[src/rtl/vtage_update_ctrl_if.sv]
// Commit-outcome, bank-probe and bank-update lanes of one VTAGE update controller.
// The controller takes the slave view; the commit side and the bank take the master view.
interface vtage_update_ctrl_if #(
   parameter int unsigned P_NUM_ENTRIES = 256,
   parameter int unsigned P_TAG_WIDTH   = 8,
   parameter int unsigned P_VALUE_WIDTH = 32,
   parameter int unsigned P_FAIL_WIDTH  = 4
);
   localparam int unsigned LP_INDEX_WIDTH = $clog2(P_NUM_ENTRIES);

   logic                      cm_valid_i;
   logic                      cm_ready_o;
   logic [LP_INDEX_WIDTH-1:0] cm_index_i;
   logic [P_TAG_WIDTH-1:0]    cm_tag_i;
   logic                      cm_hit_i;
   logic [P_VALUE_WIDTH-1:0]  cm_pred_value_i;
   logic [P_VALUE_WIDTH-1:0]  cm_act_value_i;

   logic [LP_INDEX_WIDTH-1:0] fb_index_o;
   logic [P_TAG_WIDTH-1:0]    fb_tag_o;
   logic                      fb_alloc_avail_i;

   logic                      ud_valid_o;
   logic [LP_INDEX_WIDTH-1:0] ud_index_o;
   logic                      ud_incr_conf_o;
   logic                      ud_rst_conf_o;
   logic                      ud_incr_use_o;
   logic                      ud_decr_use_o;
   logic                      ud_rst_use_o;
   logic                      ud_load_tag_o;
   logic                      ud_load_value_o;
   logic [P_TAG_WIDTH-1:0]    ud_tag_o;
   logic [P_VALUE_WIDTH-1:0]  ud_value_o;

   logic [P_FAIL_WIDTH-1:0]   alloc_fail_cnt_o;
   logic                      age_o;

   modport slave (
      input  cm_valid_i, cm_index_i, cm_tag_i, cm_hit_i, cm_pred_value_i, cm_act_value_i,
      input  fb_alloc_avail_i,
      output cm_ready_o, fb_index_o, fb_tag_o,
      output ud_valid_o, ud_index_o, ud_incr_conf_o, ud_rst_conf_o, ud_incr_use_o,
      output ud_decr_use_o, ud_rst_use_o, ud_load_tag_o, ud_load_value_o, ud_tag_o, ud_value_o,
      output alloc_fail_cnt_o, age_o
   );

   modport master (
      output cm_valid_i, cm_index_i, cm_tag_i, cm_hit_i, cm_pred_value_i, cm_act_value_i,
      output fb_alloc_avail_i,
      input  cm_ready_o, fb_index_o, fb_tag_o,
      input  ud_valid_o, ud_index_o, ud_incr_conf_o, ud_rst_conf_o, ud_incr_use_o,
      input  ud_decr_use_o, ud_rst_use_o, ud_load_tag_o, ud_load_value_o, ud_tag_o, ud_value_o,
      input  alloc_fail_cnt_o, age_o
   );
endinterface

[src/rtl/vtage_update_ctrl.sv]
// VTAGE bank update controller: queues committed outcomes and turns each into exactly one
// bank update (confidence/useful update on hit, probe then allocate-or-decay on miss).
module vtage_update_ctrl #(
   parameter int unsigned P_NUM_ENTRIES = 256,
   parameter int unsigned P_TAG_WIDTH   = 8,
   parameter int unsigned P_VALUE_WIDTH = 32,
   parameter int unsigned P_FIFO_DEPTH  = 4,
   parameter int unsigned P_FAIL_WIDTH  = 4
) (
   input logic                clk_i,
   input logic                rst_i,
   vtage_update_ctrl_if.slave bus
);
   localparam int unsigned LP_INDEX_WIDTH = $clog2(P_NUM_ENTRIES);
   localparam int unsigned LP_PTR_WIDTH   = $clog2(P_FIFO_DEPTH);

   localparam logic [LP_PTR_WIDTH:0]   LP_PTR_ONE   = {{LP_PTR_WIDTH{1'b0}}, 1'b1};
   localparam logic [P_FAIL_WIDTH-1:0] LP_FAIL_ONE  = {{(P_FAIL_WIDTH-1){1'b0}}, 1'b1};
   localparam logic [P_FAIL_WIDTH-1:0] LP_FAIL_LAST = {{(P_FAIL_WIDTH-1){1'b1}}, 1'b0};

   typedef struct packed {
      logic [LP_INDEX_WIDTH-1:0] index;
      logic [P_TAG_WIDTH-1:0]    tag;
      logic                      hit;
      logic                      correct;
      logic [P_VALUE_WIDTH-1:0]  act_value;
   } entry_t;

   typedef enum logic [2:0] {
      StIdle,
      StUpd,
      StProbe,
      StAlloc,
      StDecay
   } state_e;

   state_e                  state_q, state_d;
   entry_t                  head_q, head_d;
   logic [P_FAIL_WIDTH-1:0] fail_q, fail_d;

   entry_t                  mem_q [P_FIFO_DEPTH];
   entry_t                  push_entry;
   logic [LP_PTR_WIDTH:0]   wr_ptr_q, rd_ptr_q;
   logic                    empty, full, push, pop;

   // Pointers carry one wrap bit so full and empty are distinguishable.
   assign empty = (wr_ptr_q == rd_ptr_q);
   assign full  = (wr_ptr_q[LP_PTR_WIDTH] != rd_ptr_q[LP_PTR_WIDTH]) &&
                  (wr_ptr_q[LP_PTR_WIDTH-1:0] == rd_ptr_q[LP_PTR_WIDTH-1:0]);
   assign push  = bus.cm_valid_i && !full;
   assign pop   = (state_q == StIdle) && !empty;

   assign bus.cm_ready_o = !full;

   always_comb begin
      push_entry.index     = bus.cm_index_i;
      push_entry.tag       = bus.cm_tag_i;
      push_entry.hit       = bus.cm_hit_i;
      push_entry.correct   = (bus.cm_pred_value_i == bus.cm_act_value_i);
      push_entry.act_value = bus.cm_act_value_i;
   end

   always_ff @(posedge clk_i) begin
      if (push) begin
         mem_q[wr_ptr_q[LP_PTR_WIDTH-1:0]] <= push_entry;
      end
   end

   always_ff @(posedge clk_i) begin
      if (!rst_i) begin
         wr_ptr_q <= '0;
         rd_ptr_q <= '0;
         state_q  <= StIdle;
         head_q   <= '0;
         fail_q   <= '0;
      end else begin
         if (push) wr_ptr_q <= wr_ptr_q + LP_PTR_ONE;
         if (pop)  rd_ptr_q <= rd_ptr_q + LP_PTR_ONE;
         state_q <= state_d;
         head_q  <= head_d;
         fail_q  <= fail_d;
      end
   end

   always_comb begin
      state_d = state_q;
      head_d  = head_q;
      fail_d  = fail_q;

      bus.fb_index_o      = '0;
      bus.fb_tag_o        = '0;
      bus.ud_valid_o      = 1'b0;
      bus.ud_index_o      = '0;
      bus.ud_incr_conf_o  = 1'b0;
      bus.ud_rst_conf_o   = 1'b0;
      bus.ud_incr_use_o   = 1'b0;
      bus.ud_decr_use_o   = 1'b0;
      bus.ud_rst_use_o    = 1'b0;
      bus.ud_load_tag_o   = 1'b0;
      bus.ud_load_value_o = 1'b0;
      bus.ud_tag_o        = '0;
      bus.ud_value_o      = '0;
      bus.age_o           = 1'b0;

      unique case (state_q)
         StIdle: begin
            if (!empty) begin
               head_d  = mem_q[rd_ptr_q[LP_PTR_WIDTH-1:0]];
               state_d = mem_q[rd_ptr_q[LP_PTR_WIDTH-1:0]].hit ? StUpd : StProbe;
            end
         end
         StUpd: begin
            bus.ud_valid_o = 1'b1;
            bus.ud_index_o = head_q.index;
            if (head_q.correct) begin
               bus.ud_incr_conf_o = 1'b1;
               bus.ud_incr_use_o  = 1'b1;
            end else begin
               bus.ud_rst_conf_o   = 1'b1;
               bus.ud_decr_use_o   = 1'b1;
               bus.ud_load_value_o = 1'b1;
               bus.ud_value_o      = head_q.act_value;
            end
            state_d = StIdle;
         end
         StProbe: begin
            bus.fb_index_o = head_q.index;
            bus.fb_tag_o   = head_q.tag;
            state_d        = bus.fb_alloc_avail_i ? StAlloc : StDecay;
         end
         StAlloc: begin
            bus.ud_valid_o      = 1'b1;
            bus.ud_index_o      = head_q.index;
            bus.ud_load_tag_o   = 1'b1;
            bus.ud_tag_o        = head_q.tag;
            bus.ud_load_value_o = 1'b1;
            bus.ud_value_o      = head_q.act_value;
            bus.ud_rst_conf_o   = 1'b1;
            bus.ud_rst_use_o    = 1'b1;
            fail_d              = '0;
            state_d             = StIdle;
         end
         StDecay: begin
            bus.ud_valid_o    = 1'b1;
            bus.ud_index_o    = head_q.index;
            bus.ud_decr_use_o = 1'b1;
            // Reaching all-ones triggers a global aging request instead of saturating.
            if (fail_q == LP_FAIL_LAST) begin
               bus.age_o = 1'b1;
               fail_d    = '0;
            end else begin
               fail_d = fail_q + LP_FAIL_ONE;
            end
            state_d = StIdle;
         end
         default: state_d = StIdle;
      endcase
   end

   assign bus.alloc_fail_cnt_o = fail_q;
endmodule
[src/flat_wrapper.sv]
// flat-port wrapper written by rule: the top's interface ports become plain ports
module vtage_update_ctrl_flat 
#(
   parameter int unsigned P_NUM_ENTRIES = 256,
   parameter int unsigned P_TAG_WIDTH   = 8,
   parameter int unsigned P_VALUE_WIDTH = 32,
   parameter int unsigned P_FIFO_DEPTH  = 4,
   parameter int unsigned P_FAIL_WIDTH  = 4
)
  (clk_i, rst_i, bus_cm_valid_i, bus_cm_index_i, bus_cm_tag_i, bus_cm_hit_i, bus_cm_pred_value_i, bus_cm_act_value_i, bus_fb_alloc_avail_i, bus_cm_ready_o, bus_fb_index_o, bus_fb_tag_o, bus_ud_valid_o, bus_ud_index_o, bus_ud_incr_conf_o, bus_ud_rst_conf_o, bus_ud_incr_use_o, bus_ud_decr_use_o, bus_ud_rst_use_o, bus_ud_load_tag_o, bus_ud_load_value_o, bus_ud_tag_o, bus_ud_value_o, bus_alloc_fail_cnt_o, bus_age_o);
  vtage_update_ctrl_if #(.P_NUM_ENTRIES(P_NUM_ENTRIES), .P_TAG_WIDTH(P_TAG_WIDTH), .P_VALUE_WIDTH(P_VALUE_WIDTH), .P_FAIL_WIDTH(P_FAIL_WIDTH)) bus_i ();
  input logic clk_i;
  input logic rst_i;
  input wire logic [$bits(bus_i.cm_valid_i)-1:0] bus_cm_valid_i;
  input wire logic [$bits(bus_i.cm_index_i)-1:0] bus_cm_index_i;
  input wire logic [$bits(bus_i.cm_tag_i)-1:0] bus_cm_tag_i;
  input wire logic [$bits(bus_i.cm_hit_i)-1:0] bus_cm_hit_i;
  input wire logic [$bits(bus_i.cm_pred_value_i)-1:0] bus_cm_pred_value_i;
  input wire logic [$bits(bus_i.cm_act_value_i)-1:0] bus_cm_act_value_i;
  input wire logic [$bits(bus_i.fb_alloc_avail_i)-1:0] bus_fb_alloc_avail_i;
  output wire logic [$bits(bus_i.cm_ready_o)-1:0] bus_cm_ready_o;
  output wire logic [$bits(bus_i.fb_index_o)-1:0] bus_fb_index_o;
  output wire logic [$bits(bus_i.fb_tag_o)-1:0] bus_fb_tag_o;
  output wire logic [$bits(bus_i.ud_valid_o)-1:0] bus_ud_valid_o;
  output wire logic [$bits(bus_i.ud_index_o)-1:0] bus_ud_index_o;
  output wire logic [$bits(bus_i.ud_incr_conf_o)-1:0] bus_ud_incr_conf_o;
  output wire logic [$bits(bus_i.ud_rst_conf_o)-1:0] bus_ud_rst_conf_o;
  output wire logic [$bits(bus_i.ud_incr_use_o)-1:0] bus_ud_incr_use_o;
  output wire logic [$bits(bus_i.ud_decr_use_o)-1:0] bus_ud_decr_use_o;
  output wire logic [$bits(bus_i.ud_rst_use_o)-1:0] bus_ud_rst_use_o;
  output wire logic [$bits(bus_i.ud_load_tag_o)-1:0] bus_ud_load_tag_o;
  output wire logic [$bits(bus_i.ud_load_value_o)-1:0] bus_ud_load_value_o;
  output wire logic [$bits(bus_i.ud_tag_o)-1:0] bus_ud_tag_o;
  output wire logic [$bits(bus_i.ud_value_o)-1:0] bus_ud_value_o;
  output wire logic [$bits(bus_i.alloc_fail_cnt_o)-1:0] bus_alloc_fail_cnt_o;
  output wire logic [$bits(bus_i.age_o)-1:0] bus_age_o;
  assign bus_i.cm_valid_i = bus_cm_valid_i;
  assign bus_i.cm_index_i = bus_cm_index_i;
  assign bus_i.cm_tag_i = bus_cm_tag_i;
  assign bus_i.cm_hit_i = bus_cm_hit_i;
  assign bus_i.cm_pred_value_i = bus_cm_pred_value_i;
  assign bus_i.cm_act_value_i = bus_cm_act_value_i;
  assign bus_i.fb_alloc_avail_i = bus_fb_alloc_avail_i;
  assign bus_cm_ready_o = bus_i.cm_ready_o;
  assign bus_fb_index_o = bus_i.fb_index_o;
  assign bus_fb_tag_o = bus_i.fb_tag_o;
  assign bus_ud_valid_o = bus_i.ud_valid_o;
  assign bus_ud_index_o = bus_i.ud_index_o;
  assign bus_ud_incr_conf_o = bus_i.ud_incr_conf_o;
  assign bus_ud_rst_conf_o = bus_i.ud_rst_conf_o;
  assign bus_ud_incr_use_o = bus_i.ud_incr_use_o;
  assign bus_ud_decr_use_o = bus_i.ud_decr_use_o;
  assign bus_ud_rst_use_o = bus_i.ud_rst_use_o;
  assign bus_ud_load_tag_o = bus_i.ud_load_tag_o;
  assign bus_ud_load_value_o = bus_i.ud_load_value_o;
  assign bus_ud_tag_o = bus_i.ud_tag_o;
  assign bus_ud_value_o = bus_i.ud_value_o;
  assign bus_alloc_fail_cnt_o = bus_i.alloc_fail_cnt_o;
  assign bus_age_o = bus_i.age_o;
  vtage_update_ctrl #(.P_NUM_ENTRIES(P_NUM_ENTRIES), .P_TAG_WIDTH(P_TAG_WIDTH), .P_VALUE_WIDTH(P_VALUE_WIDTH), .P_FIFO_DEPTH(P_FIFO_DEPTH), .P_FAIL_WIDTH(P_FAIL_WIDTH)) u_core (.clk_i(clk_i), .rst_i(rst_i), .bus(bus_i));
endmodule
[config.mk]
export PLATFORM = sky130hd
export DESIGN_NAME = vtage_update_ctrl_flat
export DESIGN_NICKNAME = d
export VERILOG_FILES = /design/src/rtl/vtage_update_ctrl_if.sv /design/src/rtl/vtage_update_ctrl.sv /design/src/flat_wrapper.sv
export SDC_FILE = /design/constraint.sdc
export NUM_CORES = 1
export LEC_CHECK = 0
export CAP_MARGIN = 15
export CORE_MARGIN = 3
export CORE_UTILIZATION = 60
export CTS_BUF_LIST = sky130_fd_sc_hd__clkbuf_8
export DETAILED_ROUTE_END_ITERATION = 6
export PLACE_DENSITY = 0.88
export SLEW_MARGIN = 20
export SYNTH_ARGS = -nofsm -noshare
export SYNTH_HDL_FRONTEND = slang
export SYNTH_SLANG_ARGS = --single-unit
[constraint.sdc]
create_clock -name clk_i -period 4.4 [get_ports clk_i]
set_input_delay 0.88 -clock clk_i [delete_from_list [all_inputs] [get_ports clk_i]]
set_output_delay 0.88 -clock clk_i [all_outputs]
set_load 0.02 [all_outputs]
==> results of run 1 <==
[worst min-delay path by stage]
stage | startpoint | to | slack (ns) | cells past startpoint
2_1_floorplan | u_core.head_q[0] | u_core.head_q[0] | 0.43 | 2
4_1_cts | u_core.head_q[27] | u_core.head_q[27] | 0.45 | 2
5_1_grt | u_core.head_q[27] | u_core.head_q[27] | 0.47 | 2
3_3_place_gp | u_core.head_q[30] | u_core.head_q[30] | 0.44 | 2
6_report | u_core.head_q[27] | u_core.head_q[27] | 0.45 | 2
3_5_place_dp | u_core.head_q[27] | u_core.head_q[27] | 0.44 | 2
[metal layers]
layer / global-route usage, % / up-vias
met2: 42.6 / 304
li1: - / 2905
met1: 31.0 / 3282
met5: 0 / -
met3: 6.14 / 47
met4: 9.11 / 0
[power by group through the flow]
stage	Sequential (W)	Combinational (W)	Clock (W)
after global placement	0.00339	0.00180	0
after global routing	0.00336	0.00210	0.00213
after CTS	0.00337	0.00187	0.00200
after floorplan	0.00320	0.00146	0
after detailed placement	0.00342	0.00186	0
final	0.00331	0.00194	0.00198
[area by class of cell]
cell class	instances	share of cell area, %
flip-flops and latches	264	55.0
multi-input cells	375	23.3
repair buffers	175	13.3
clock buffers	46	4.78
well taps	220	2.08
clock inverters	30	1.31
inverters	9	0.255
[worst register-to-register path, delay by kind of cell, from the launching register on]
| kind | cells | cell delay [ns] |
|---|---|---|
| AOI/OAI and AO/OA | 1 | 0.34 |
| xor gates and xnor gates | 1 | 0.41 |
| buffers and inverters | 1 | 0.59 |
| DFF | 1 | 0.47 |
| and+or+nand+nor | 1 | 0.37 |
[metrics by stage]
| stage | total power, W | area (µm²) | instances | setup WS, ns |
|---|---|---|---|---|
| 6_report | 0.00723 | 13300 | 1119 | 0.443 |
| 5_1_grt | 0.00759 | 13300 | 1119 | 0.221 |
| 4_1_cts | 0.00725 | 13200 | 1118 | 0.278 |
| 3_5_place_dp | 0.00528 | 12400 | 1042 | 0.888 |
| 3_3_place_gp | 0.00519 | 12400 | 1042 | 1.04 |
| 2_1_floorplan | 0.00466 | 10600 | 686 | 1.67 |
[registers in the layout, summed over array words and instances (netlist names), named ones only]
register / count
u_core.rd_ptr_q: 3
u_core.head_q: 49
u_core.mem_q: 200
u_core.wr_ptr_q: 3
u_core.state_q: 3
u_core.bus.alloc_fail_cnt_o: 4
[cell families (layout without fill, tap and decap cells)]
logic type / Yosys count / after routing / synth area share, %
compound gates: 68 / 68 / 4.16
xor+xnor: 41 / 41 / 3.39
fa+ha+maj: 7 / 7 / 0.827
buf+inv: 47 / 260 / 2.27
flops: 264 / 264 / 68.8
mux: 51 / 51 / 10.7
simple gates: 208 / 208 / 9.81
[cells in the final DEF, fill, tap and decap left out, types with 11 or more instances in the layout]
master             n
and2_1            42
clkbuf_8          46
edfxtp_1         200
mux4_2            50
a21oi_2           11
xor2_1            36
dfxtp_1           62
and3_1            17
inv_1             24
clkdlybuf4s50_1  162
nand2_1           93
a21oi_1           43
[repair_timing]
item | 4_1_cts | 5_1_grt
hold endpoints to repair | 0 | 0
endpoints found under the setup margin | 0 | 1
gates resized for setup | 0 | 1
==> run metrics, run 1 <==
fraction of the cycle the final worst path needs=between 80 and 90%; maxcap violations=0; die area=between 15000 and 20000 µm²; via count of the first global-routing pass=around 6900; P_int=a little under 0.005 W; DRT iter0 DRCs=545; largest area contributor in the netlist=edfxtp_1; slowest stage delay, CP=0.86 ns; Post-synth EDFFs=200; Crit path max-delay family=buffers and inverters; fmax=around 250 MHz; Met1 Wirelength=about 9000 µm; status=complete, no violations; Cell variety after synth=a little over 40; DP Wirelength=15200 µm; Power Dens Cells=546 nW/µm²; share of the synthesized area in the top cell type=a little under three fifths; CTS tree=done; FP Rows=47; crit start category=register; postcts setup bufs=0; via/cell ratio=5.84; Top Layer Used=met4; Vias=around 6500; Hold Path Class=register to register; crit-path cells=inv_1 -> nor2_2 -> and2_1 -> clkdlybuf4s50_1; WL per Instance=21.3 µm; CTS clock-pin slew for the worst setup and hold paths=~0.060 ns; WP buf/inv=2; aggregate global-route resource usage=about a quarter; CP Capture Type=output pin; aggregate global routing overflow=0; critical path arrival=just over 3 ns; antenna violations before repair=0; Initial Util=between 60% and 70%; Clock Power Share=27.4%; area of the multi-input gates=3080 µm²; diode count=0; most instantiated cells after synthesis=200 x edfxtp_1, 93 x nand2_1, 64 x dfxtp_1; critical path depth in cells=4; Sw Share=a little under a third; DRT Wirelength=between 20000 and 25000 µm; Leak Pwr=~4.6 nW; critical-path cell with the highest stage delay=dfxtp_1; final antenna-violating net count=0; combinational share of power=26.8%; CTS Buf Count=a little over 40; WL met3=around 1900 µm; clk sinks=264; I/O pins=163; Synth warnings=0; gpl congestion=roughly 0.81; slew at the pin with the worst max-slew slack=~0.96 ns; first-pass GRT wire length=between 30000 and 40000 µm; Worst Skew=around 0.025 ns; Final Hold Fails=0; synthesized flop and latch total=~260; switching power=0.00228 W; part of the power in registers=45.8%; htree depth=2; clock root cell=clkbuf_8; Core Util, Final=around 80%; Worst-Skew Late Latency=0.54 ns; peak supply drop=0.000399 V; capturing point of the worst reg2reg path=u_core.mem_q[2][34]; Worst Hold Slack=roughly 0.45 ns; Req. time, crit path=3.52 ns; Worst Setup SP=u_core.state_q[1]; WL met2=about 12000 µm; first-pass detailed-route iteration total=5; setup TNS=0 ns; Post-Syn Instances=686; register area=about 7300 µm²; ys flop type=edfxtp_1; CP endpoint=bus_ud_tag_o[7]; DIE HEIGHT=between 100 and 150 µm; layout cell share with drive strength beyond 1=about 17%; mean post-synth cell area=approximately 15 µm²; Rel. slew slack=between 30% and 40%; Async S/R FF share, synth=0%; syn nets=a little under 800; CORE AREA=16900 µm²; Clock Tree Buf Depth=3; final setup fails=0; R2R Setup Slk=1.82 ns; RSZ-0062 raised after global routing=false; Area Growth Syn to Fin=25.2%; DRC viols=0; # hold bufs at CTS=0; Mapped Area=about 11000 µm²; crit path time final=approximately 4 ns; R2R cell count=4; Chip Width=between 100 and 150 µm; Final nets=about 960; critical path type=register to output pin; count leader, synth=edfxtp_1; largest net degree at the start of global routing=51; crit path max fanout=23; Crit Reg-Reg Startpoint=u_core.wr_ptr_q[0]; Filler Cells Inserted=between 900 and 1000; ranking of synthesized cells by area=edfxtp_1 57%, dfxtp_1 12%, mux4_2 11%; part of the Yosys area used for sequential elements=around 69%; Slew Limit Fails=0; number of port buffers=roughly 160
(Power assumes the default switching activity.)
==> run 2, diff against run 1 <==
PLACE_DENSITY = 0.89   (was 0.88)
==> run metrics, run 2 (synthesized netlist as in run 1, its figures left out) <==
Final Hold Fails=0; Clock Power Share=between 20% and 30%; clk sinks=about 260; Crit path max-delay family=buffers and inverters; Slew Limit Fails=0; setup TNS=0 ns; die area=between 15000 and 20000 µm²; # hold bufs at CTS=0; WP buf/inv=2; switching power=between 0.002 and 0.0025 W; crit path max fanout=23; I/O pins=~160; CTS Buf Count=just over 40; aggregate global routing overflow=0; P_int=a little under 0.005 W; Sw Share=roughly a third; Vias=around 6500; first-pass detailed-route iteration total=5; Clock Tree Buf Depth=3; DIE HEIGHT=approximately 140 µm; htree depth=2; via/cell ratio=slightly below 6; status=complete, no violations; register area=7290 µm²; CTS clock-pin slew for the worst setup and hold paths=around 0.06 ns; first-pass GRT wire length=around 38000 µm; aggregate global-route resource usage=between 20% and 30%; slew at the pin with the worst max-slew slack=1.00 ns; DRT Wirelength=24600 µm; fmax=~240 MHz; Rel. slew slack=between 30% and 40%; crit start category=register; area of the multi-input gates=around 3100 µm²; Area Growth Syn to Fin=25.2%; R2R Setup Slk=1.72 ns; antenna violations before repair=0; critical path type=register to output pin; FP Rows=47; Chip Width=139 µm; crit path time final=about 4.1 ns; crit-path cells=inv_1 -> nor2_1 -> and2_1 -> clkdlybuf4s50_1; number of port buffers=approximately 160; CP Capture Type=output pin; Worst Hold Path Cells=2; CORE AREA=16900 µm²; combinational share of power=between 20% and 30%; via count of the first global-routing pass=6921; Power Dens Cells=548 nW/µm²; Worst Setup SP=u_core.state_q[1]; DRT iter0 DRCs=658; postcts setup bufs=0; Crit Reg-Reg Startpoint=u_core.wr_ptr_q[1]; Setup WS pre-CTS=~0.95 ns; maxcap violations=0; slowest stage delay, CP=approximately 0.82 ns; fraction of the cycle the final worst path needs=93.5%; CTS tree=done; hold_sp=u_core.head_q[5]; Hold Path Class=register to register; DP Wirelength=approximately 15000 µm; gpl congestion=approximately 0.8; fin worst setup slack=0.286 ns; Final nets=approximately 960; diode count=0; WL per Instance=22.1 µm; Filler Cells Inserted=a little under 900; Req. time, crit path=around 3.5 ns; R2R cell count=4; part of the power in registers=a little under half; final setup fails=0; most frequent cells in the layout=200 x edfxtp_1, 162 x clkdlybuf4s50_1, 93 x nand2_1; clock root cell=clkbuf_8; post-cts sizing count=0; RSZ-0062 raised after global routing=false; commonest non-fill, non-tap cell in the layout=edfxtp_1; Worst-Skew Late Latency=0.52 ns; layout cell share with drive strength beyond 1=16.8%; critical path arrival=between 3 and 4 ns; largest net degree at the start of global routing=between 50 and 60; DRC viols=0; max FFs per register=200; Worst Skew=0.0181 ns; final antenna-violating net count=0; Leak Pwr=between 4 and 5 nW; Initial Util=between 60% and 70%; peak supply drop=between 0.0003 and 0.0004 V; critical path depth in cells=4; critical-path cell with the highest stage delay=dfxtp_1
[run 2: per-stage QoR]
step / power (W) / hold WS (ns) / utilization [%] / instances / cell area, µm²
6_report: 0.00726 / 0.450 / 78.3 / 1115 / 13300
5_1_grt: 0.00759 / 0.466 / 78.3 / 1115 / 13300
4_1_cts: 0.00725 / 0.450 / 78.1 / 1114 / 13200
3_5_place_dp: 0.00529 / 0.442 / 73.5 / 1042 / 12400
3_3_place_gp: 0.00519 / 0.439 / 73.5 / 1042 / 12400
2_1_floorplan: 0.00466 / 0.432 / - / 686 / 10600
[run 2: path summary, 6_finish.rpt]
path                        endpoint
setup / recovery     bus_ud_tag_o[7]
hold / removal      u_core.head_q[5]
setup reg to reg  u_core.mem_q[1][2]
hold reg to reg     u_core.head_q[5]
[run 2: worst register-to-register path, delay by kind of cell (launching register included)]
family | cells | cell delay [ns]
xor gates and xnor gates | 1 | 0.58
and+or+nand+nor | 1 | 0.68
AOI/OAI and AO/OA | 1 | 0.34
DFF | 1 | 0.44
buffers and inverters | 1 | 0.31
[run 2: final cells by class]
class                      count  share of cell area [%]
tap                          220                    2.08
timing repair buffer         175                    13.4
multi-input combinational    375                    23.2
inverter                       9                   0.255
clock inverter                23                   0.878
clock buffer                  49                    5.09
sequential                   264                    55.0
[run 2: power groups by stage]
stage	clock network (W)	logic, W	registers [W]
2_1_floorplan	0	0.00146	0.00320
3_3_place_gp	0	0.00183	0.00336
3_5_place_dp	0	0.00190	0.00339
4_1_cts	0.00198	0.00193	0.00334
5_1_grt	0.00210	0.00215	0.00335
6_report	0.00195	0.00200	0.00331
[run 2: routing by layer]
metal / GRT usage [%] / part of all wire (%) / vias up
met5: 0 / 0 / -
met3: 5.38 / 8.1 / 66
met2: 43.8 / 52 / 326
met4: 9.63 / 3.0 / 0
met1: 32.2 / 37 / 3243
li1: - / - / 2908
